[src/rtl/tdm_demux_4x1.sv]
// tdm_demux_4x1: receive side of a 4-slot TDM serial link.
// Recovers slot timing from a frame sync strobe and samples din once per slot.
// Publishes a/b/c/d together at each frame boundary with a one-cycle valid pulse.
module tdm_demux_4x1 #(
  parameter int SLOT_CYCLES  = 4,
  parameter int SAMPLE_POINT = 2
) (
  input  logic       clk,
  input  logic       reset_n,
  input  logic       enable,
  input  logic       sync,
  input  logic       din,
  output logic       a,
  output logic       b,
  output logic       c,
  output logic       d,
  output logic [1:0] sel,
  output logic       frame_valid,
  output logic       locked,
  output logic       sync_err
);

  localparam int CW = (SLOT_CYCLES > 1) ? $clog2(SLOT_CYCLES) : 1;
  localparam logic [CW-1:0] CYC_LAST  = CW'(SLOT_CYCLES - 1);
  localparam logic [CW-1:0] SAMPLE_AT = CW'(SAMPLE_POINT);
  localparam bit SAMPLE_AT_ORIGIN = (SAMPLE_POINT == 0);

  // Position of the cycle that follows a sync-aligned (0,0) cycle.
  localparam logic [CW-1:0] RESTART_CYC  = (SLOT_CYCLES == 1) ? CW'(0) : CW'(1);
  localparam logic [1:0]    RESTART_SLOT = (SLOT_CYCLES == 1) ? 2'd1 : 2'd0;

  typedef enum logic {HUNT, LOCKED} state_t;

  state_t        state_q, state_d;
  logic [CW-1:0] cyc_q, cyc_d;
  logic [1:0]    slot_q, slot_d;
  logic [3:0]    shadow_q, shadow_d;
  logic [3:0]    out_q, out_d;
  logic          frame_valid_q, frame_valid_d;
  logic          sync_err_q, sync_err_d;

  logic          at_origin;
  logic          at_frame_end;

  assign at_origin    = (slot_q == 2'd0) && (cyc_q == '0);
  assign at_frame_end = (slot_q == 2'd3) && (cyc_q == CYC_LAST);

  // Next-state logic: slot tracking, sampling, publication and sync checking.
  always_comb begin
    state_d       = state_q;
    cyc_d         = cyc_q;
    slot_d        = slot_q;
    shadow_d      = shadow_q;
    out_d         = out_q;
    frame_valid_d = 1'b0;
    sync_err_d    = 1'b0;

    if (enable) begin
      case (state_q)
        HUNT: begin
          if (sync) begin
            if (SAMPLE_AT_ORIGIN) shadow_d[0] = din;
            cyc_d   = RESTART_CYC;
            slot_d  = RESTART_SLOT;
            state_d = LOCKED;
          end
        end

        LOCKED: begin
          if (sync && !at_origin) begin
            // Misplaced sync: realign on it and abandon the partial frame.
            sync_err_d = 1'b1;
            if (SAMPLE_AT_ORIGIN) shadow_d[0] = din;
            cyc_d  = RESTART_CYC;
            slot_d = RESTART_SLOT;
          end else if (!sync && at_origin) begin
            // Missing sync: lose lock, keep the last published frame.
            sync_err_d = 1'b1;
            state_d    = HUNT;
            cyc_d      = '0;
            slot_d     = 2'd0;
          end else begin
            if (cyc_q == SAMPLE_AT) shadow_d[slot_q] = din;
            if (at_frame_end) begin
              out_d         = shadow_d;
              frame_valid_d = 1'b1;
            end
            if (cyc_q == CYC_LAST) begin
              cyc_d  = '0;
              slot_d = slot_q + 2'd1;
            end else begin
              cyc_d = cyc_q + CW'(1);
            end
          end
        end

        default: state_d = HUNT;
      endcase
    end
  end

  // State and output registers with asynchronous active-low reset.
  always_ff @(posedge clk or negedge reset_n) begin
    if (!reset_n) begin
      state_q       <= HUNT;
      cyc_q         <= '0;
      slot_q        <= 2'd0;
      shadow_q      <= 4'd0;
      out_q         <= 4'd0;
      frame_valid_q <= 1'b0;
      sync_err_q    <= 1'b0;
    end else begin
      state_q       <= state_d;
      cyc_q         <= cyc_d;
      slot_q        <= slot_d;
      shadow_q      <= shadow_d;
      out_q         <= out_d;
      frame_valid_q <= frame_valid_d;
      sync_err_q    <= sync_err_d;
    end
  end

  assign a           = out_q[0];
  assign b           = out_q[1];
  assign c           = out_q[2];
  assign d           = out_q[3];
  assign sel         = slot_q;
  assign locked      = (state_q == LOCKED);
  assign frame_valid = frame_valid_q;
  assign sync_err    = sync_err_q;

endmodule
[config.mk]
export PLATFORM = sky130hd
export DESIGN_NAME = tdm_demux_4x1
export DESIGN_NICKNAME = d
export VERILOG_FILES = /design/src/rtl/tdm_demux_4x1.sv
export SDC_FILE = /design/constraint.sdc
export NUM_CORES = 1
export LEC_CHECK = 0
export ABC_AREA = 1
export CAP_MARGIN = 10
export CORE_MARGIN = 3
export CORE_UTILIZATION = 35
export DETAILED_ROUTE_END_ITERATION = 8
export SYNTH_ARGS = -nofsm -noshare
export SYNTH_HDL_FRONTEND = slang
export SYNTH_SLANG_ARGS = --single-unit
[constraint.sdc]
create_clock -name clk -period 1.7 [get_ports clk]
set_clock_uncertainty 0.2 [all_clocks]
set_input_delay 0.255 -clock clk [delete_from_list [all_inputs] [get_ports clk]]
set_output_delay 0.255 -clock clk [all_outputs]
set_load 0.01 [all_outputs]
# Word level (Yosys, flattened, before mapping)
# Index checks and enable logic that the tools add are counted.
# op_classes
n_addsub	2
order_cmp	2
eq_ne	5
muxes	27
bitwise_logic	3
reduce_logical	13
# op_table
cell	n
$mux W2	8
$mux W1	13
$pmux W2 S2	2
$eq A2 B2 Y1 const B	3
$logic_and A1 B1 Y1	5
$reduce_and A5 Y1	1
$add A2 B1 Y2 const B	2
$bwmux W4	1
$logic_not A2 Y1	2
$mux W4	1
$ne A4 B1 Y1 const B	1
$reduce_and A4 Y1	1
$lt A2 B3 Y1 const B	1
$not A1 Y1	3
$reduce_and A3 Y1	1
$demux W1 S2	1
$ge A2 B1 Y1 const B	1
$logic_not A1 Y1	2
$ne A2 B2 Y1 const B	1
$pmux W1 S2	1
$reduce_and A2 Y1	1
# totals
reg_bits	15
inputBits	5
out_inout_bits	9
wordCells	59

# Depth between registers and ports, before layout
# Gate-level depths: netlist of run 1.
# depth
depth_word	7
ltp_mapped	11
mapped_depth_nobuf	11

# Least setup slack after synthesis of run 1
# No wires, ideal clock.
# synth_timing
path_kind	reg-to-reg
startpoint	register slot_q[0] (netlist: sel[0])
endpoint	register out_q[0]
setup_ns	0.123
arrival_ns	1.446
required_ns	1.377
setup_slack_ns	-0.069
path_stages_with_launch	10
n_path_buf	0
synth_period_minus_slack_ns	1.769
cell_sequence	dfrtp_1 inv_1 ha_1 nand2_1 ha_1 nand3_2 clkinv_2 nand2_4 nand2_1 o21ai_1
# synth_via
elab_chain_len	6
elab_cells_between_ends	17
classes_between	order compare: 2; eq/ne: 1; mux: 4; bitwise: 2; reduce/logical: 8
# synth_lines
item	line	source
from (decl)	36	logic [1:0] slot_q, slot_d;
from (signal assigned)	115	slot_q <= slot_d;
$lt A2 B3 Y1 (implied by the code) (tied with other cells)	83	if (cyc_q == SAMPLE_AT) shadow_d[slot_q] = din;
$logic_and A1 B1 Y1 (on tied branches)	83, 45	
$mux W1 (implied by the code) or $logic_not A1 Y1 (tied branches)	83, 70	
$demux W1 S2 or $logic_and A1 B1 Y1 (tied branches)	83, 70	
$bwmux W4 or $not A1 Y1 (tied branches)	-	
$mux W4 or $reduce_and A5 Y1 (tied branches)	-	
to (signal assigned)	117	out_q <= out_d;
to (decl)	38	logic [3:0] out_q, out_d;
# Parallel ways exist; a longest one is shown, timed or not.
# A chain may end at the register's enable or synchronous reset.

# Final worst setup path of run 1
# layout_timing
startpoint	register cyc_q[0]
endpoint	register out_q[0]
# layout_via
elab_chain_len	6
elab_cells_between_ends	12
classes_between	eq/ne: 2; mux: 1; bitwise: 2; reduce/logical: 7
# layout_lines
item	line	source
from (decl)	35	logic [CW-1:0] cyc_q, cyc_d;
from (signal assigned)	114	cyc_q <= cyc_d;
$logic_not A2 Y1	45	assign at_origin = (slot_q == 2'd0) && (cyc_q == '0);
$logic_and A1 B1 Y1	45	
$logic_not A1 Y1	70	if (sync && !at_origin) begin
$logic_and A1 B1 Y1	70	
$not A1 Y1 (no line)	-	
$reduce_and A5 Y1 (no line)	-	
# Parallel ways exist; a longest one is shown, timed or not.

==> metrics.yaml, run 1 <==
status:
  status: "finished, final reports clean"
worst_setup_path:
  ff2ff_setup_slack_ns: 0.03
  worst-setup-path-type: "reg -> reg"
  critPathRequiredTime_ns: 1.68
  crit_path_end_kind: "register"
  r2r_end: "out_q[0]$_DFFE_PN0P_"
  start_kind: "register"
  worstPathArrival_ns: 1.65
  critPathMaxFanout: 8
  startpoint: "cyc_q[0]$_DFFE_PN0P_"
  r2r_cells: 9
  reg2reg_from: "cyc_q[0]$_DFFE_PN0P_"
clocking:
  cts.sinks: 15
  numCtsBuffers: 3
  cts_tree: "built"
  htreeDepth: 1
  cts.clk_slew.worst_paths_ns: 0.11
  worstSkewPairLatency_ns: 0.29
  clockBufferDepth: 2
  ctsHoldBuffers: 0
  root_buffer: "clkbuf_4"
place:
  hpwl_um: 1310
  io_buffers: 13
  place_area_um2: 1080
  gp_congestion: 0.807
drt:
  routed_wl_um: 1870
  route.detailed.drc: 0
  vias_per_cell: 4.56
  final_antenna_net_count: 0
  firstDrtPassIters: 4
  wl_per_cell_um: 11.7
  vias: 729
  drt_first_iter_violations: 9
floorplan:
  die_y_um: 54.9
  core_um2: 2230
  fp.dieArea_um2: 3020
  rows: 17
  io_pins: 14
  start_util: 0.375
  die_x_um: 54.9
synth:
  yosysWarnings: 0
  synthesis.nets: 118
  synthDistinctLibCells: 16
  synth_area_um2: 838
  synth.avg_cell_area_um2: 8.14
  ys_ff_latch: 15
  yosysSeqAreaShare: 0.448
  synthCells: 103
timing:
  timing.hold.ws_ns: 0.0646
  drv_slew: 0
  finalSetupViolCount: 0
  worstMarginPinSlew_ns: 0.312
  grt_setup_unrepaired: "true"
  min_period_ns: 1.67
  period_share: 0.982
  fmax_mhz: 599
  finalHoldViolations: 0
  slew_headroom: 0.791
final_layout:
  design_area_um2: 1230
  antennaDiodeCount: 0
  area_growth_pct: 47.2
  nNetsFinal: 148
  mostFrequentLayoutCells: "nand2_1, dfrtp_1, inv_1, buf_4, clkdlybuf4s50_1"
  drive_above_1_share: 0.318
  final_common_cell: "nand2_1"
  fillers: 202
worst_hold_path:
  min_path_type: "in -> async"
grt:
  grt_usage: 0.142
  grt_pass1_wl_um: 2930
  grt_pass1_vias: 672
  grt_max_degree: 16
  grt_overflow_total: 0
  antenna_found_initial: 0
pwr:
  p_leak_nw: 0.640
  power_mw: 1.82
  ir_drop_uv: 812
  power_density_nw_per_um2: 1470
run:
  maxCapViolations: 0
-- area by class of cell --
cell class / count / area (µm²) / area share
Clock buffer: 3 / 22.5 / 0.0183
Clock inverter: 1 / 5.00 / 0.00406
Inverter: 19 / 76.3 / 0.0619
Multi-Input combinational cell: 70 / 502 / 0.407
Sequential cell: 15 / 378 / 0.306
Tap cell: 28 / 35.0 / 0.0284
Timing Repair Buffer: 24 / 215 / 0.174
-- kinds of logic (layout without fill, tap and decap cells) --
group	Yosys count	count (layout)	synth area share
adder cells (fa/ha/maj)	10	10	0.149
AND/OR/NAND/NOR	43	44	0.221
flip-flops	15	15	0.448
buffers and inverters	19	47	0.0866
AO/OA/AOI/OAI	16	16	0.0955
-- worst max-delay path: stages, from the launching register on --
cell	delay, ns
dfrtp_1	0.42
inv_2	0.09
ha_4	0.13
nand2_4	0.05
ha_4	0.28
nand3_4	0.10
clkinv_4	0.09
nand2_8	0.07
nand2_2	0.07
o21ai_2	0.05
-- registers in the layout (all words and copies together), names as in the netlist --
signal and flops:
cyc_q 2, sync_err 1, out_q 4, frame_valid 1, sel 2, locked 1
shadow_q 4
-- synth_stat cells (all sizes together) --
cell type  count  area [µm²]
o21ai         15        75.1
nand4          1        6.26
nor3           2        10.0
nand2         33         134
nand3          3        20.0
dfrtp         15         375
ha            10         125
nor2           4        15.0
clkinv         1        5.00
inv           18        67.6
a21oi          1        5.00
-- worst max-delay path by stage --
stage                     depth (start not counted)  slack, ns                   end
after floorplan                                   9      0.001  out_q[0]$_DFFE_PN0P_
after global placement                            9      -0.08    sel[0]$_DFFE_PN0P_
after detailed placement                          9      -0.11    sel[0]$_DFFE_PN0P_
after CTS                                         9     -0.002  out_q[0]$_DFFE_PN0P_
after global routing                              9      -0.06  out_q[0]$_DFFE_PN0P_
final                                             9       0.03  out_q[0]$_DFFE_PN0P_
-- what timing repair did --
item / in CTS / in global routing
pin swaps: 4 / 3
cloned: 1 / 0
resized for setup: 9 / 21
setup buffers: 3 / 2
endpoints found under the setup margin: 8 / 11
-- per-stage QoR --
step	setup WS, ns	instances	utilization	TNS [ns]
global placement	-0.0849	150	0.483	-0.318
CTS	-0.00227	158	0.522	-0.00227
detailed placement	-0.108	150	0.483	-0.525
global route	-0.0566	160	0.552	-0.258
finish	0.0306	160	0.552	0
floorplan	0.00104	103	-	0
-- power by group --
| group | internal, mW | total [mW] | switching [mW] |
|---|---|---|---|
| logic | 0.498 | 1.07 | 0.576 |
| registers | 0.465 | 0.528 | 0.0627 |
| clock network | 0.0875 | 0.214 | 0.127 |
| total | 1.05 | 1.82 | 0.766 |
-- per-layer routing --
layer	track usage	up-vias	part of all wire	wire, µm
met5	0	-	0	0
met4	0.0729	0	0.013	25
met3	0.0349	4	0.045	85
met2	0.222	10	0.48	896
met1	0.181	335	0.46	863
li1	-	380	-	-
Note: power is estimated with default switching activity, not from simulation.
==> run 2, diff against run 1 <==
--- a/config.mk
+++ b/config.mk
@@ -9,6 +9,7 @@
 export CAP_MARGIN = 10
 export CORE_MARGIN = 3
 export CORE_UTILIZATION = 35
+export CTS_CLUSTER_SIZE = 20
 export DETAILED_ROUTE_END_ITERATION = 8
 export SYNTH_ARGS = -nofsm -noshare
 export SYNTH_HDL_FRONTEND = slang
==> constraint.sdc (replaced) <==
create_clock -name clk -period 2.1 [get_ports clk]
set_clock_uncertainty 0.2 [all_clocks]
set_input_delay 0.315 -clock clk [delete_from_list [all_inputs] [get_ports clk]]
set_output_delay 0.315 -clock clk [all_outputs]
set_load 0.01 [all_outputs]
==> run 2 against run 1 <==
  * Clock power fell by 22%
  * Setup slack improved by 0.16 ns
  * Non-clock buffer count fell by 10
==> metrics.yaml, run 2 (synthesis gave the netlist of run 1 again) <==
status:
  status: "finished, final reports clean"
worst_setup_path:
  worst-setup-path-type: "reg -> reg"
  path_depth: 9
  start_kind: "register"
  startpoint: "sel[0]$_DFFE_PN0P_"
  critPathRequiredTime_ns: 2.07
  r2r_cells: 9
  slowest_delay_ns: 0.45
  cp_slowest_cell: "dfrtp_1"
  crit_chain: "inv_1 > ha_1 > nand2_1 > ha_1 > nand3_2 > clkinv_2 > nand2_4 > nand2_1 > o21ai_1"
  crit_buf_inv: 2
  worstPathArrival_ns: 1.88
  crit_path_end_kind: "register"
  critPathMaxFanout: 9
  reg2reg_from: "sel[0]$_DFFE_PN0P_"
  path_delay_family: "adder cells"
grt:
  grt_overflow_total: 0
  antenna_found_initial: 0
  grt_pass1_vias: 641
  grt_usage: 0.126
  grt_max_degree: 16
  grt_pass1_wl_um: 2660
clocking:
  cts.sinks: 15
  cts-resized-gates: 0
  clockBufferDepth: 2
  root_buffer: "clkbuf_4"
  numCtsBuffers: 3
  worstSkewPairLatency_ns: 0.28
  htreeDepth: 1
  cts.clk_slew.worst_paths_ns: 0.09
  cts_tree: "built"
  post_cts_buffers: 0
  ctsHoldBuffers: 0
floorplan:
  core_um2: 2230
  io_pins: 14
  rows: 17
  die_x_um: 54.9
  die_y_um: 54.9
  fp.dieArea_um2: 3020
  start_util: 0.375
timing:
  drv_slew: 0
  grt_setup_unrepaired: "false"
  finalHoldViolations: 0
  finalSetupViolCount: 0
  timing.hold.ws_ns: 0.129
  worstMarginPinSlew_ns: 0.257
  timing.setup.tns_ns: 0
  period_share: 0.909
  fmax_mhz: 524
  slew_headroom: 0.827
  min_period_ns: 1.91
pwr:
  pwr-share-seq: 0.392
  clkPwrFrac: 0.145
  ir_drop_uv: 617
  p_int_uw: 662
  power_density_nw_per_um2: 1100
  power_mw: 1.14
  p_sw_frac: 0.419
  p_comb_frac: 0.463
  p_leak_nw: 0.550
  p_sw_uw: 479
run:
  maxCapViolations: 0
drt:
  wl_per_cell_um: 10.5
  vias: 692
  vias_per_cell: 4.64
  final_antenna_net_count: 0
  drt_first_iter_violations: 14
  routed_wl_um: 1570
  route.detailed.drc: 0
  firstDrtPassIters: 4
final_layout:
  final_common_cell: "nand2_1"
  stdcell_count: 149
  area_growth_pct: 23.9
  mostFrequentLayoutCells: "nand2_1, inv_1, dfrtp_1, clkdlybuf4s50_1, o21ai_0"
  antennaDiodeCount: 0
  nNetsFinal: 137
  drive_above_1_share: 0.0826
  largest_registers: "out_q (4), shadow_q (4)"
  design_area_um2: 1040
worst_hold_path:
  min_path_type: "in -> async"
place:
  io_buffers: 13
  gp_congestion: 0.764
  hpwl_um: 1280
  place_area_um2: 1010
  numPlacedInstances: 145
run 2: cell types whose count changed in the layout (fill, tap and decap cells not counted), moves of 5 or more:
cell | before | now
o21ai_0 | 6 | 11
inv_1 | 12 | 17
buf_4 | 11 | 1
ha_1 | 5 | 10
inv_2 | 6 | 1
nand2_1 | 26 | 31
run 2: cell type report:
| type | count | area (µm²) |
|---|---|---|
| clock buffer | 3 | 22.5 |
| clock inverter | 1 | 5.00 |
| fill | 230 | 1190 |
| inverter | 19 | 72.6 |
| multi-input combinational | 69 | 390 |
| sequential | 15 | 375 |
| tap | 28 | 35.0 |
| timing repair buffer | 14 | 138 |
run 2: stage by stage:
step                      setup WS (ns)  utilization
after global placement            0.234        0.453
after detailed placement          0.171        0.453
after floorplan                   0.331            -
final                             0.191        0.465
after global routing             0.0452        0.465
after CTS                         0.179        0.465
run 2: worst paths after layout:
kind | end | slack, ns
max in group asynchronous | out_q[2]$_DFFE_PN0P_ | 1.40
worst max-delay path | out_q[0]$_DFFE_PN0P_ | 0.19
worst min register to register | out_q[3]$_DFFE_PN0P_ | 0.29
min in group clk | out_q[3]$_DFFE_PN0P_ | 0.29
worst min-delay path | out_q[0]$_DFFE_PN0P_ | 0.13
worst max register to register | out_q[0]$_DFFE_PN0P_ | 0.19
run 2: per-layer routing:
layer | up-vias | global-route usage | share of wire
li1 | 356 | - | -
met1 | 323 | 0.151 | 0.45
met2 | 13 | 0.215 | 0.49
met3 | 0 | 0.0563 | 0.058
met4 | 0 | 0.0121 | 0
met5 | - | 0 | 0
run 2: power by group through the flow:
stage / logic, mW / clock network [mW] / registers, mW
after floorplan: 0.345 / 0 / 0.454
after global placement: 0.521 / 0 / 0.449
after detailed placement: 0.531 / 0 / 0.452
after CTS: 0.533 / 0.172 / 0.448
after global routing: 0.617 / 0.183 / 0.459
final: 0.528 / 0.166 / 0.447
==> run 3, diff against run 2 <==
--- a/config.mk
+++ b/config.mk
@@ -9,6 +9,7 @@
 export CAP_MARGIN = 10
 export CORE_MARGIN = 3
 export CORE_UTILIZATION = 35
+export CTS_CLUSTER_DIAMETER = 150
 export CTS_CLUSTER_SIZE = 20
 export DETAILED_ROUTE_END_ITERATION = 8
 export SYNTH_ARGS = -nofsm -noshare
==> results of run 3 <==
Same layout as run 2: the final DEF is identical, and so are final timing and power.
